[config.mk]
export PLATFORM = sky130hd
export DESIGN_NAME = apb_spi_master_flat
export DESIGN_NICKNAME = d
export VERILOG_FILES = /design/src/rtl/apb_spi_master_if.sv /design/src/rtl/apb_spi_master.sv /design/src/flat_wrapper.sv
export SDC_FILE = /design/constraint.sdc
export NUM_CORES = 1
export LEC_CHECK = 0
export BUFFER_PORTS_ARGS = -buffer_cell sky130_fd_sc_hd__buf_4
export CORE_AREA = 2 2 105 107
export CTS_CLUSTER_DIAMETER = 100
export DETAILED_ROUTE_END_ITERATION = 8
export DIE_AREA = 0 0 107 109
export GPL_ROUTABILITY_DRIVEN = 0
export SYNTH_ARGS = -nofsm -noshare
export SYNTH_HDL_FRONTEND = slang
export SYNTH_SLANG_ARGS = --single-unit
[constraint.sdc]
create_clock -name PCLK -period 4.55 [get_ports PCLK]
set_input_delay 1.1375 -clock PCLK [delete_from_list [all_inputs] [get_ports PCLK]]
set_output_delay 1.1375 -clock PCLK [all_outputs]
set_load 0.05 [all_outputs]
[src/rtl/apb_spi_master_if.sv]
// APB slave bus plus SPI pins of apb_spi_master, bundled for port connection.
// The slave modport faces the SPI master block; master faces the bus/pads.
interface apb_spi_master_if #(
  parameter int PADDR_WIDTH = 8,
  parameter int PDATA_WIDTH = 32,
  parameter int NUM_CS      = 4
);
  logic                   PSEL;
  logic                   PENABLE;
  logic                   PWRITE;
  logic [PADDR_WIDTH-1:0] PADDR;
  logic [PDATA_WIDTH-1:0] PWDATA;
  logic [PDATA_WIDTH-1:0] PRDATA;
  logic                   PREADY;
  logic                   PSLVERR;
  logic                   SCLK;
  logic                   MOSI;
  logic                   MISO;
  logic [NUM_CS-1:0]      CS_n;
  logic                   irq;

  modport slave (
    input  PSEL, PENABLE, PWRITE, PADDR, PWDATA, MISO,
    output PRDATA, PREADY, PSLVERR, SCLK, MOSI, CS_n, irq
  );

  modport master (
    output PSEL, PENABLE, PWRITE, PADDR, PWDATA, MISO,
    input  PRDATA, PREADY, PSLVERR, SCLK, MOSI, CS_n, irq
  );
endinterface

[src/rtl/apb_spi_master.sv]
// APB-programmable SPI master: configurable width, mode, bit order,
// SCLK divider and chip select, single PCLK domain.
module apb_spi_master #(
  parameter int DATA_WIDTH  = 8,
  parameter int PADDR_WIDTH = 8,
  parameter int PDATA_WIDTH = 32,
  parameter int NUM_CS      = 4,
  parameter int DIV_WIDTH   = 8
) (
  input logic PCLK,
  input logic reset,
  apb_spi_master_if.slave bus
);
  typedef enum logic [1:0] {
    IDLE, SETUP, SHIFT, HOLD
  } state_e;

  localparam int EW = 7;
  localparam logic [EW-1:0] LAST = EW'(2 * DATA_WIDTH);

  state_e                 state_q, state_d;
  logic [7:0]             ctrl_q, ctrl_d;
  logic [DIV_WIDTH-1:0]   div_q, div_d;
  logic [DIV_WIDTH-1:0]   div_a_q, div_a_d;
  logic                   cpha_a_q, cpha_a_d;
  logic                   lsb_a_q, lsb_a_d;
  logic [2:0]             cs_a_q, cs_a_d;
  logic [DIV_WIDTH-1:0]   tmr_q, tmr_d;
  logic [EW-1:0]          ev_q, ev_d;
  logic                   sclk_q, sclk_d;
  logic [DATA_WIDTH-1:0]  sh_q, sh_d;
  logic [DATA_WIDTH-1:0]  rx_q, rx_d;
  logic [DATA_WIDTH-1:0]  rxdata_q, rxdata_d;
  logic                   rxv_q, rxv_d;
  logic                   ovr_q, ovr_d;

  logic                   access, wr, rd, mapped, busy;
  logic                   cs_bad, abort, tick, complete;
  logic                   sample, shift, lead, err;
  logic [2:0]             idx;
  logic [EW-1:0]          ev_nx;
  logic [PDATA_WIDTH-1:0] prdata;
  logic                   unused_bits;

  assign access = bus.PSEL & bus.PENABLE;
  assign wr     = access & bus.PWRITE;
  assign rd     = access & ~bus.PWRITE;
  assign idx    = bus.PADDR[4:2];
  assign mapped = idx <= 3'd4;
  assign busy   = state_q != IDLE;
  assign cs_bad = {1'b0, bus.PWDATA[7:5]} >= 4'(NUM_CS);
  assign abort  = wr && idx == 3'd0 && !cs_bad
                  && busy && !bus.PWDATA[0];
  assign tick   = busy && !abort && tmr_q == div_a_q;
  assign ev_nx  = ev_q + 1'b1;
  assign lead   = ev_nx[0];
  assign unused_bits = ^{bus.PADDR, bus.PWDATA};

  always_comb begin
    state_d  = state_q;
    ctrl_d   = ctrl_q;
    div_d    = div_q;
    div_a_d  = div_a_q;
    cpha_a_d = cpha_a_q;
    lsb_a_d  = lsb_a_q;
    cs_a_d   = cs_a_q;
    tmr_d    = tmr_q;
    ev_d     = ev_q;
    sclk_d   = sclk_q;
    sh_d     = sh_q;
    rx_d     = rx_q;
    rxdata_d = rxdata_q;
    rxv_d    = rxv_q;
    ovr_d    = ovr_q;
    complete = 1'b0;
    sample   = 1'b0;
    shift    = 1'b0;
    err      = access && !mapped;
    prdata   = '0;

    if (busy) tmr_d = tick ? '0 : tmr_q + 1'b1;

    // Event k: k<=2W is an SCLK edge, k=2W+1 ends HOLD.
    if (tick) begin
      ev_d = ev_nx;
      if (ev_nx > LAST) begin
        complete = 1'b1;
        state_d  = IDLE;
      end else begin
        sclk_d  = ~sclk_q;
        state_d = (ev_nx == LAST) ? HOLD : SHIFT;
        sample  = cpha_a_q ? !lead : lead;
        shift   = cpha_a_q ? (lead && ev_nx != 1)
                           : (!lead && ev_nx != LAST);
      end
    end

    if (sample) begin
      rx_d = lsb_a_q ? (rx_q >> 1) : (rx_q << 1);
      rx_d[lsb_a_q ? DATA_WIDTH-1 : 0] = bus.MISO;
    end
    if (shift) sh_d = lsb_a_q ? (sh_q >> 1) : (sh_q << 1);

    if (complete) rxdata_d = rx_q;
    if (rd && idx == 3'd3) rxv_d = 1'b0;
    if (complete) rxv_d = 1'b1;

    if (abort) begin
      state_d = IDLE;
      tmr_d   = '0;
      ev_d    = '0;
    end

    if (wr) begin
      case (idx)
        3'd0: begin
          if (cs_bad) err = 1'b1;
          else ctrl_d = bus.PWDATA[7:0];
        end
        3'd1: div_d = bus.PWDATA[DIV_WIDTH-1:0];
        3'd2: begin
          if (busy) begin
            err   = 1'b1;
            ovr_d = 1'b1;
          end else if (ctrl_q[0]) begin
            state_d  = SETUP;
            tmr_d    = '0;
            ev_d     = '0;
            sh_d     = bus.PWDATA[DATA_WIDTH-1:0];
            rx_d     = '0;
            sclk_d   = ctrl_q[1];
            cpha_a_d = ctrl_q[2];
            lsb_a_d  = ctrl_q[3];
            cs_a_d   = ctrl_q[7:5];
            div_a_d  = div_q;
          end
        end
        3'd4: if (bus.PWDATA[2]) ovr_d = 1'b0;
        default: ;
      endcase
    end

    if (rd) begin
      case (idx)
        3'd0: prdata = PDATA_WIDTH'(ctrl_q);
        3'd1: prdata = PDATA_WIDTH'(div_q);
        3'd3: prdata = PDATA_WIDTH'(rxdata_q);
        3'd4: prdata = PDATA_WIDTH'({ovr_q, rxv_q, busy});
        default: prdata = '0;
      endcase
    end
  end

  always_ff @(posedge PCLK or posedge reset) begin
    if (reset) begin
      state_q  <= IDLE;
      ctrl_q   <= '0;
      div_q    <= '0;
      div_a_q  <= '0;
      cpha_a_q <= 1'b0;
      lsb_a_q  <= 1'b0;
      cs_a_q   <= '0;
      tmr_q    <= '0;
      ev_q     <= '0;
      sclk_q   <= 1'b0;
      sh_q     <= '0;
      rx_q     <= '0;
      rxdata_q <= '0;
      rxv_q    <= 1'b0;
      ovr_q    <= 1'b0;
    end else begin
      state_q  <= state_d;
      ctrl_q   <= ctrl_d;
      div_q    <= div_d;
      div_a_q  <= div_a_d;
      cpha_a_q <= cpha_a_d;
      lsb_a_q  <= lsb_a_d;
      cs_a_q   <= cs_a_d;
      tmr_q    <= tmr_d;
      ev_q     <= ev_d;
      sclk_q   <= sclk_d;
      sh_q     <= sh_d;
      rx_q     <= rx_d;
      rxdata_q <= rxdata_d;
      rxv_q    <= rxv_d;
      ovr_q    <= ovr_d;
    end
  end

  assign bus.PRDATA  = prdata;
  assign bus.PREADY  = access;
  assign bus.PSLVERR = access & err;
  assign bus.SCLK    = busy ? sclk_q : ctrl_q[1];
  assign bus.MOSI    = busy ? (lsb_a_q ? sh_q[0] : sh_q[DATA_WIDTH-1])
                            : 1'b0;
  assign bus.CS_n    = busy ? ~(NUM_CS'(1) << cs_a_q) : '1;
  assign bus.irq     = rxv_q & ctrl_q[4];
endmodule

[src/flat_wrapper.sv]
// flat-port wrapper written by rule: the top's interface ports become plain ports
module apb_spi_master_flat 
#(
  parameter int DATA_WIDTH  = 8,
  parameter int PADDR_WIDTH = 8,
  parameter int PDATA_WIDTH = 32,
  parameter int NUM_CS      = 4,
  parameter int DIV_WIDTH   = 8
)
  (PCLK, reset, bus_PSEL, bus_PENABLE, bus_PWRITE, bus_PADDR, bus_PWDATA, bus_MISO, bus_PRDATA, bus_PREADY, bus_PSLVERR, bus_SCLK, bus_MOSI, bus_CS_n, bus_irq);
  apb_spi_master_if #(.PADDR_WIDTH(PADDR_WIDTH), .PDATA_WIDTH(PDATA_WIDTH), .NUM_CS(NUM_CS)) bus_i ();
  input logic PCLK;
  input logic reset;
  input wire logic [$bits(bus_i.PSEL)-1:0] bus_PSEL;
  input wire logic [$bits(bus_i.PENABLE)-1:0] bus_PENABLE;
  input wire logic [$bits(bus_i.PWRITE)-1:0] bus_PWRITE;
  input wire logic [$bits(bus_i.PADDR)-1:0] bus_PADDR;
  input wire logic [$bits(bus_i.PWDATA)-1:0] bus_PWDATA;
  input wire logic [$bits(bus_i.MISO)-1:0] bus_MISO;
  output wire logic [$bits(bus_i.PRDATA)-1:0] bus_PRDATA;
  output wire logic [$bits(bus_i.PREADY)-1:0] bus_PREADY;
  output wire logic [$bits(bus_i.PSLVERR)-1:0] bus_PSLVERR;
  output wire logic [$bits(bus_i.SCLK)-1:0] bus_SCLK;
  output wire logic [$bits(bus_i.MOSI)-1:0] bus_MOSI;
  output wire logic [$bits(bus_i.CS_n)-1:0] bus_CS_n;
  output wire logic [$bits(bus_i.irq)-1:0] bus_irq;
  assign bus_i.PSEL = bus_PSEL;
  assign bus_i.PENABLE = bus_PENABLE;
  assign bus_i.PWRITE = bus_PWRITE;
  assign bus_i.PADDR = bus_PADDR;
  assign bus_i.PWDATA = bus_PWDATA;
  assign bus_i.MISO = bus_MISO;
  assign bus_PRDATA = bus_i.PRDATA;
  assign bus_PREADY = bus_i.PREADY;
  assign bus_PSLVERR = bus_i.PSLVERR;
  assign bus_SCLK = bus_i.SCLK;
  assign bus_MOSI = bus_i.MOSI;
  assign bus_CS_n = bus_i.CS_n;
  assign bus_irq = bus_i.irq;
  apb_spi_master #(.DATA_WIDTH(DATA_WIDTH), .PADDR_WIDTH(PADDR_WIDTH), .PDATA_WIDTH(PDATA_WIDTH), .NUM_CS(NUM_CS), .DIV_WIDTH(DIV_WIDTH)) u_core (.PCLK(PCLK), .reset(reset), .bus(bus_i));
endmodule
# Yosys cells after proc, flatten, opt, wreduce, memory -nomap -nowiden
# Index checks and enable logic that the tools add are counted.
# totals
input_bits	46
out_inout_bits	41
register_bits	73
elab_cells	133
# op_classes
n_lt_le_gt_ge	5
mux	66
eq_ne	10
add_sub_neg	2
bitwise_logic	10
n_shift	1
reduce_logical	24
# op_table
cell	count
$mux W8	19
$mux W7	6
$ge A32 B1 Y1 const B	1
$lt A32 B5 Y1 const B	1
$mux W32	1
$pmux W8 S4	1
$mux W1	26
$mux W2	7
$logic_and A1 B1 Y1	11
$add A8 B1 Y8 const B	1
$bwmux W8	1
$eq A8 B8 Y1	1
$reduce_and A4 Y1	2
$add A7 B1 Y7 const B	1
$eq A7 B5 Y1 const B	1
$gt A7 B5 Y1 const B	1
$ne A7 B1 Y1 const B	1
$ne A7 B5 Y1 const B	1
$eq A3 B2 Y1 const B	2
$reduce_bool A2 Y1	3
$and A1 B1 Y1	5
$logic_not A1 Y1	5
$mux W4	1
$not A1 Y1	4
other kinds (14)	15

# Depth between registers and ports, before layout
# Gate-level depths: netlist (run 1).
# depth
depth_word	16
mapped_depth	9
ltp_nobuf	7

# Worst setup path before layout (run 1)
# OpenSTA, ideal clock, no wires.
# synth_timing
path_type	input port to output port
start	input bus_PADDR[2]
end	output bus_PSLVERR
cell_stages	4
path_buffers	1
arrival_time_ns	2.597
path_slack_ns	0.816
t_required_ns	3.413
path_cell_list	buf_1 nor2_1 nand4b_1 a31oi_1
# synth_between
elab_chain_cells	7
elab_cells_between_ends	10
classes_between	order compare: 1; eq/ne: 1; mux: 4; bitwise: 1; reduce/logical: 3
# synth_lines
element	line_no	rtl
from (decl)	flat_wrapper.sv:17	input wire logic [$bits(bus_i.PADDR)-1:0] bus_PADDR;
$le A3 B3 Y1	apb_spi_master.sv:49	assign mapped = idx <= 3'd4;
$logic_not A1 Y1	apb_spi_master.sv:78	err = access && !mapped;
$logic_and A1 B1 Y1	apb_spi_master.sv:78	
$mux W1 (on tied branches)	apb_spi_master.sv:122, apb_spi_master.sv:117	
$pmux W1 S2	apb_spi_master.sv:115	case (idx)
$mux W1 (*)	apb_spi_master.sv:114	if (wr) begin
$and A1 B1 Y1 (*)	apb_spi_master.sv:192	assign bus.PSLVERR = access & err;
to (decl)	flat_wrapper.sv:22	output wire logic [$bits(bus_i.PSLVERR)-1:0] bus_PSLVERR;
# Mark *: on every way between the ends. The rest lies on a longest branch, timed or not.

# Worst setup path after layout (run 1)
# layout_timing
start	input bus_PADDR[2]
end	output bus_PRDATA[3]
# layout_between
elab_chain_cells	3
elab_cells_between_ends	6
classes_between	eq/ne: 3; mux: 2; reduce/logical: 1
# layout_lines
element	line_no	rtl
$eq A3 B3 Y1, or another cell as far along	apb_spi_master.sv:144	case (idx)
$pmux W8 S4 (*)	apb_spi_master.sv:144	
$mux W32 (*)	apb_spi_master.sv:143	if (rd) begin
to (decl)	flat_wrapper.sv:20	output wire logic [$bits(bus_i.PRDATA)-1:0] bus_PRDATA;
# Marked as above.

==> results of run 1 <==
## synth_stat cells (all sizes together), types with 2 or more instances
| cell | n | area [um2] |
|---|---|---|
| o211ai | 2 | 15.01 |
| and2 | 5 | 31.28 |
| a21oi | 13 | 65.06 |
| clkbuf | 15 | 56.30 |
| nand2b | 4 | 25.02 |
| and3 | 3 | 18.77 |
| nor3 | 9 | 56.31 |
| ha | 3 | 37.54 |
| nor4b | 2 | 30.03 |
| nor2 | 49 | 183.9 |
| dfrtp | 73 | 1827 |
| xor2 | 10 | 87.58 |
| nor2b | 2 | 12.51 |
| nor4 | 3 | 40.04 |
| buf | 31 | 211.5 |
| inv | 6 | 22.52 |
| nand2 | 70 | 265.3 |
| or2 | 3 | 18.78 |
| a311oi | 2 | 17.52 |
| nand3b | 3 | 22.52 |
| xnor2 | 10 | 87.58 |
| o21ai | 20 | 100.1 |
| a31oi | 7 | 43.79 |
| nand3 | 18 | 90.09 |
| mux2i | 17 | 170.2 |
| mux2 | 37 | 416.7 |
| nand4 | 5 | 46.29 |
| nand4b | 2 | 17.52 |
## state kept, by name, indices dropped and copies added, names as in the netlist, 3 cells and up
signal / cells
u_core.ctrl_q: 8
u_core.rx_q: 8
u_core.div_a_q: 8
u_core.rxdata_q: 8
u_core.div_q: 8
u_core.sh_q: 8
u_core.tmr_q: 8
u_core.ev_q: 7
u_core.cs_a_q: 3
## worst min path at each step
stage / from / endpoint / slack, ns / cells past startpoint
CTS: u_core.ctrl_q[6] / u_core.cs_a_q[1] / 0.49 / 2
global placement: u_core.ctrl_q[5] / u_core.cs_a_q[0] / 0.47 / 2
global route: u_core.ctrl_q[3] / u_core.lsb_a_q / 0.52 / 2
floorplan: u_core.ctrl_q[7] / u_core.cs_a_q[2] / 0.45 / 2
detailed placement: u_core.div_q[2] / u_core.div_a_q[2] / 0.48 / 2
finish: u_core.ctrl_q[6] / u_core.cs_a_q[1] / 0.49 / 2
## layout make-up
cell class,count,area (um2),area share [%]
inverters,6,22.52,0.4891
multi-input cells,333,2090,45.38
clock buffers,10,137.6,2.989
well taps,140,175.2,3.804
clock inverters,6,67.56,1.467
repair buffers,38,285.3,6.196
flip-flops and latches,73,1827,39.67
## power by group through the flow
stage / sequential [W] / combinational, W / clock, W
after floorplan: 0.000835 / 0.000597 / 0
after global placement: 0.000891 / 0.000665 / 0
after detailed placement: 0.000896 / 0.000681 / 0
after CTS: 0.000883 / 0.000683 / 0.000541
after global routing: 0.000903 / 0.000750 / 0.000577
final: 0.000884 / 0.000675 / 0.000528
## metal layers
metal	share of wire [%]	GRT usage, %	wire, um	up-vias
li1	-	-	-	1485
met1	47	22.87	4227	1481
met2	49	27.39	4446	55
met3	3.2	2.630	294	8
met4	1.2	5.844	112	0
met5	0	0	0	-
## through the flow
step           total power (W)  instance area, um2  cells  hold WS, ns
2_1_floorplan         0.001432                4207    458       0.4518
3_3_place_gp          0.001556                4399    590       0.4748
3_5_place_dp          0.001577                4399    590       0.4776
4_1_cts               0.002106                4604    606       0.4900
5_1_grt               0.002230                4604    606       0.5162
6_report              0.002088                4604    606       0.4935
## worst max-delay path, delay by kind of cell
| kind | cells | cell delay [ns] |
|---|---|---|
| AND/OR/NAND/NOR | 4 | 0.78 |
| buffers and inverters | 2 | 0.45 |
## cells by family after synthesis
kind of cell,Yosys count
flip-flops,73
buffers and inverters,52
other,1
multiplexers,54
AO/OA/AOI/OAI,51
adder cells (fa/ha/maj),3
XOR/XNOR,20
AND/OR/NAND/NOR,181
==> metrics, run 1 <==
status complete, no violations; Async SR Flop Fraction 100.0%; Boundary Pins 87; post_cts resized 0; all-layer global routing usage 16.80%; most common flop cell mapped by yosys dfrtp_1; Synth Area in Compound Gates 7.683%; kind of critical path in -> out; Final Cycle Share 77.27%; die area 11,660 um2; Worst Setup Start Kind input port; Die X 107 um; total gr overflow 0; post-route minimum period 3.516 ns; CTS tree done; commonest non-fill, non-tap cell in the layout dfrtp_1; maximum clock rate 284.4 MHz; first-pass GRT wire length 15.25 mm; NumNets Final 510; final worst setup slack 1.034 ns; library cells used by synthesis 50; Reg-to-Reg Start u_core.ev_q[0]; Sw Ratio 38.74%; Critical path origin bus_PADDR[2]; # hold bufs at CTS 0; PD cells 453.4 nW/um2; DRT iter0 DRCs 152; ANT nets after route 0; Post-Synth Simple-Gate Area 21.44%; drt drc 0; drt total wl 9.081 mm; Synth Area in XOR/XNOR 4.251%; routed len/inst 14.99 um; Max-slew headroom 32.79%; largest buffer count on any clock path 2; cells after synthesis 435; critical path arrival 2.38 ns; Via-to-Cell Ratio 4.998; Peak VDD IR 0.0001746 V; largest family of logic cells by synthesized area simple AND/OR/NAND/NOR gates; Fin. Hold Viols 0; Clock Skew 0.01035 ns; syn avg cell area 9.472 um2; CP Capture Point bus_PRDATA[3]; CP max FO 15; max-slew violations 0; Setup WS pre-CTS 1.046 ns; crit path max-delay cell type or2_1; Rows 38; area delta synth->final 11.75%; core area 10,600 um2; Antenna Cells 0; clk root buf clkbuf_8; vias in the first global route 2,902; post-DP HPWL 6.558 mm; H-tree levels 3; CTS Buf Count 9; Post-CTS Setup Bufs 0; post-synthesis mux area share 14.24%; Worst-Skew Late Latency 0.35 ns; post-synthesis adder-cell area fraction 0.9110%; initial antenna violation count 0; crit-path cells buf_4 > nand2b_1 > nand3_1 > or2_1 > nor2_1 > buf_4; pin count of the biggest net entering global routing 49; combinational power share 32.3%; Core Util, Final 43.43%; Die Ht 109 um; sequential share of power 42.3%; max_cap viols 0; DR pass1 iterations 6; R2R cell count 6; CP Capture Type output port; Clock power frac 25.3%; I/O Buffers 33; Hold Crit Class reg -> reg; clk sinks 73; Slew @ Worst Pin 1.007 ns; Net Sw Power 0.0008088 W; Reg clk slew, reported paths 0.08 ns; R2R Setup Slk 1.90 ns; crit-path max cell delay 0.30 ns; Setup TNS Final 0 ns; Post-synth EDFFs 0; Mapped Area 4120 um2; Seq/Total Area, Yosys 44.34%; commonest non-fill, non-tap cells in the layout dfrtp_1 (73), nand2_1 (69), nor2_1 (49); Fillers 1,018; number of endpoints failing setup at the final stage 0; CP dominant cell by count buf_4; Synth Register Bits 73; capturing point of the worst reg2reg path u_core.rxdata_q[7]; CP required 3.41 ns; static leakage 2.148 nW; Starting Density 38.86%; RSZ-0062 raised after global routing false; Int Power 0.001279 W; via count 3,029; synth warn 0; layout cell share with drive strength beyond 1 19.96%
Power figures use the tool's default switching activity.
==> run 2, diff against run 1 <==
==> constraint.sdc (replaced) <==
create_clock -name PCLK -period 3.45 [get_ports PCLK]
set_input_delay 0.8625 -clock PCLK [delete_from_list [all_inputs] [get_ports PCLK]]
set_output_delay 0.8625 -clock PCLK [all_outputs]
set_load 0.05 [all_outputs]
==> metrics, run 2 (same netlist as run 1, synthesis figures left out) <==
status complete, no violations; CP max FO 15; core area 10,600 um2; Final Cycle Share 85.24%; DR pass1 iterations 4; post-DP HPWL 6.692 mm; routed len/inst 14.96 um; pin count of the biggest net entering global routing 43; Die X 107 um; # hold bufs at CTS 0; Core Util, Final 43.63%; NumNets Final 514; RSZ-0062 raised after global routing false; Reg-to-Reg Start u_core.ev_q[0]; vias in the first global route 2,892; CP Capture Point bus_PRDATA[3]; CTS Buf Count 9; DRT iter0 DRCs 207; layout cell share with drive strength beyond 1 20.43%; Post-Layout Cell Count 610; Boundary Pins 87; clk sinks 73; Max-slew headroom 50.04%; placed insts 594; commonest non-fill, non-tap cell in the layout dfrtp_1; commonest non-fill, non-tap cells in the layout dfrtp_1 (73), nand2_1 (69), nor2_1 (49); max_cap viols 0; drt total wl 9.126 mm; largest buffer count on any clock path 2; ANT nets after route 0; Slew @ Worst Pin 0.7494 ns; max-slew violations 0; area delta synth->final 12.27%; Fin. Hold Viols 0; maximum clock rate 340.0 MHz; kind of critical path in -> out; critical path arrival 2.08 ns; final worst setup slack 0.5092 ns; Post-CTS Setup Bufs 0; R2R Setup Slk 0.77 ns; CP Capture Type output port; Via-to-Cell Ratio 5.048; CP required 2.59 ns; CTS tree done; Setup TNS Final 0 ns; R2R cell count 6; Worst Setup Start Kind input port; via count 3,079; Starting Density 38.86%; initial antenna violation count 0; capturing point of the worst reg2reg path u_core.rxdata_q[4]; Setup WS pre-CTS 0.4388 ns; all-layer global routing usage 16.40%; drt drc 0; post_cts resized 0; Worst-Skew Late Latency 0.35 ns; total gr overflow 0; PD cells 592.1 nW/um2; H-tree levels 3; Reg clk slew, reported paths 0.08 ns; first-pass GRT wire length 14.97 mm; Die Ht 109 um; number of endpoints failing setup at the final stage 0; I/O Buffers 33; clk root buf clkbuf_8; Antenna Cells 0; Rows 38; Peak VDD IR 0.0002238 V; static leakage 2.165 nW; post-route minimum period 2.941 ns; Clock Skew 0.005175 ns; Critical path origin bus_PADDR[2]; die area 11,660 um2; Hold Crit Class in -> async
==> run 2: worst min-delay path by stage <==
stage	cells after the start	slack, ns	to	startpoint
detailed placement	1	0.48	u_core.rxdata_q[7]	u_core.rxdata_q[7]
finish	2	0.41	u_core.ev_q[5]	reset
global placement	1	0.48	u_core.rxdata_q[7]	u_core.rxdata_q[7]
global route	2	0.41	u_core.ev_q[5]	reset
CTS	2	0.40	u_core.ev_q[6]	reset
floorplan	2	0.45	u_core.cs_a_q[2]	u_core.ctrl_q[7]
==> run 2: worst max-delay path, stage by stage <==
cell and delay (ns):
buf_4 0.22, nand2b_1 0.19, nand3_1 0.15, or2_1 0.31
nor2_1 0.14, buf_4 0.21
==> run 2: report_power, final <==
part | internal, W | leakage, nW | switching (W)
registers | 0.000995 | 0.966 | 0.000175
logic | 0.000338 | 1.10 | 0.000558
clock network | 0.000351 | 0.0953 | 0.000321
total | 0.00168 | 2.17 | 0.00105
==> run 2: layer usage <==
layer | up-vias | GRT usage [%] | routed length [um]
met1 | 1492 | 22.07 | 4384
met3 | 13 | 3.407 | 329
met2 | 73 | 26.84 | 4274
li1 | 1501 | - | -
met4 | 0 | 4.824 | 137
met5 | - | 0 | 0
==> run 2: metrics by stage <==
stage	cell area, um2	total power, W	hold slack, ns
after floorplan	4207	0.001889	0.4518
after global placement	4429	0.002052	0.4774
after detailed placement	4429	0.002084	0.4830
after CTS	4626	0.002756	0.4049
after global routing	4626	0.002915	0.4094
final	4626	0.002739	0.4083
==> run 2: final cells by class <==
class                      count  area, um2
fill                        1034       5977
inverter                       6      22.52
multi-input combinational    333       2090
clock inverter                 5      55.05
sequential                    73       1827
timing repair buffer          42      315.3
clock buffer                  11      141.4
tap                          140      175.2
==> run 3, diff against run 2 <==
--- a/config.mk
+++ b/config.mk
@@ -7,6 +7,7 @@
 export LEC_CHECK = 0
 export BUFFER_PORTS_ARGS = -buffer_cell sky130_fd_sc_hd__buf_4
 export CORE_AREA = 2 2 105 107
+export CTS_BUF_LIST = sky130_fd_sc_hd__clkbuf_16
 export CTS_CLUSTER_DIAMETER = 100
 export DETAILED_ROUTE_END_ITERATION = 8
 export DIE_AREA = 0 0 107 109
==> metrics, run 3 (same netlist as run 1, synthesis figures left out) <==
ANT nets after route 0; Final Cycle Share 85.38%; clk root buf clkbuf_16; Starting Density 38.86%; crit path max-delay cell type or2_1; final worst setup slack 0.5043 ns; Max-slew headroom 50.38%; post-DP HPWL 6.692 mm; multi-input logic area 2090 um2; Fin. Hold Viols 0; Die X 107 um; routed len/inst 15.13 um; NumNets Final 514; RSZ-0062 raised after global routing false; CP dominant cell by count buf_4; crit-path max cell delay 0.31 ns; CP max FO 15; Hold Crit Class in -> async; Boundary Pins 87; Critical path origin bus_PADDR[2]; max-slew violations 0; Rows 38; initial antenna violation count 0; post-route minimum period 2.946 ns; CP Capture Type output port; Worst Setup Start Kind input port; Placed Area 4429 um2; commonest non-fill, non-tap cells in the layout dfrtp_1 (73), nand2_1 (69), nor2_1 (49); Via-to-Cell Ratio 5.064; max_cap viols 0; Finished Cell Area 4717 um2; commonest non-fill, non-tap cell in the layout dfrtp_1; Antenna Cells 0; kind of critical path in -> out; Reg-to-Reg Start u_core.ev_q[0]; clk sinks 73; Hold Worst Slack 0.4304 ns; CTS Buf Count 9; DRT iter0 DRCs 213; maximum clock rate 339.5 MHz; die area 11,660 um2; Worst-Skew Late Latency 0.33 ns; I/O Buffers 33; Peak VDD IR 0.0002938 V; Setup TNS Final 0 ns; vias in the first global route 2,909; area delta synth->final 14.49%; static leakage 2.210 nW; pin count of the biggest net entering global routing 43; Die Ht 109 um; CTS tree done; Register Area 1827 um2; largest buffer count on any clock path 2; DR pass1 iterations 7; post_cts resized 0; Setup WS pre-CTS 0.4388 ns; Fillers 1,024; Slew @ Worst Pin 0.7442 ns; H-tree levels 3; total gr overflow 0; via count 3,089; CP required 2.59 ns; # hold bufs at CTS 0; first-pass GRT wire length 14.99 mm; drt total wl 9.232 mm; core area 10,600 um2; Clock Skew 0.007299 ns; all-layer global routing usage 16.54%; layout cell share with drive strength beyond 1 20.21%; number of endpoints failing setup at the final stage 0; status complete, no violations; crit-path cells buf_4 > nand2b_1 > nand3_1 > or2_1 > nor2_1 > buf_4; PD cells 630.1 nW/um2; Post-CTS Setup Bufs 0; Reg clk slew, reported paths 0.06 ns; drt drc 0; critical path arrival 2.08 ns
run 3: cell count changes in the layout (fill, tap and decap cells not counted):
| cell | before | now |
|---|---|---|
| clkbuf_8 | 10 | 0 |
| clkbuf_16 | 0 | 9 |
| clkbuf_1 | 1 | 0 |
| clkinv_1 | 0 | 1 |
| inv_1 | 5 | 6 |
run 3: path summary, 6_finish.rpt:
kind / slack (ns) / to / cells past startpoint
max in group asynchronous: 2.25 / u_core.tmr_q[0] / 3
setup reg to reg: 0.78 / u_core.rxdata_q[0] / 6
hold / removal: 0.43 / u_core.ev_q[5] / 2
min in group PCLK: 0.49 / u_core.cs_a_q[1] / 2
hold reg to reg: 0.49 / u_core.cs_a_q[1] / 2
setup / recovery: 0.50 / bus_PRDATA[3] / 6
run 3: area by class of cell:
class                   count  share of cell area [%]
clock buffers               9                   4.775
multi-input cells         333                   44.30
inverters                   6                  0.4775
clock inverters             7                   1.326
repair buffers             42                   6.684
well taps                 140                   3.714
flip-flops and latches     73                   38.73
run 3: worst max-delay path, delay by kind of cell:
kind	cells	cell delay (ns)
and+or+nand+nor	4	0.79
buffers and inverters	2	0.43
run 3: metrics by stage:
stage                     total power, W  instances  util, %
after floorplan                 0.001889        458        -
after global placement          0.002052        594    41.77
after detailed placement        0.002084        594    41.77
after CTS                       0.002988        610    44.49
after global routing            0.003149        610    44.49
final                           0.002972        610    44.49
run 3: report_power, final:
part           leakage, nW  switching, W  internal (W)  total [W]
logic                 1.10      0.000559      0.000338   0.000897
clock network        0.140      0.000351      0.000551   0.000902
registers            0.966      0.000176      0.000997    0.00117
total                 2.21       0.00109       0.00189    0.00297
run 3: metal layers:
| metal | vias up | wire [um] | track usage [%] |
|---|---|---|---|
| met3 | 13 | 336 | 3.228 |
| met5 | - | 0 | 0 |
| met1 | 1504 | 4409 | 22.19 |
| met2 | 73 | 4371 | 26.98 |
| met4 | 0 | 114 | 5.566 |
| li1 | 1499 | - | - |
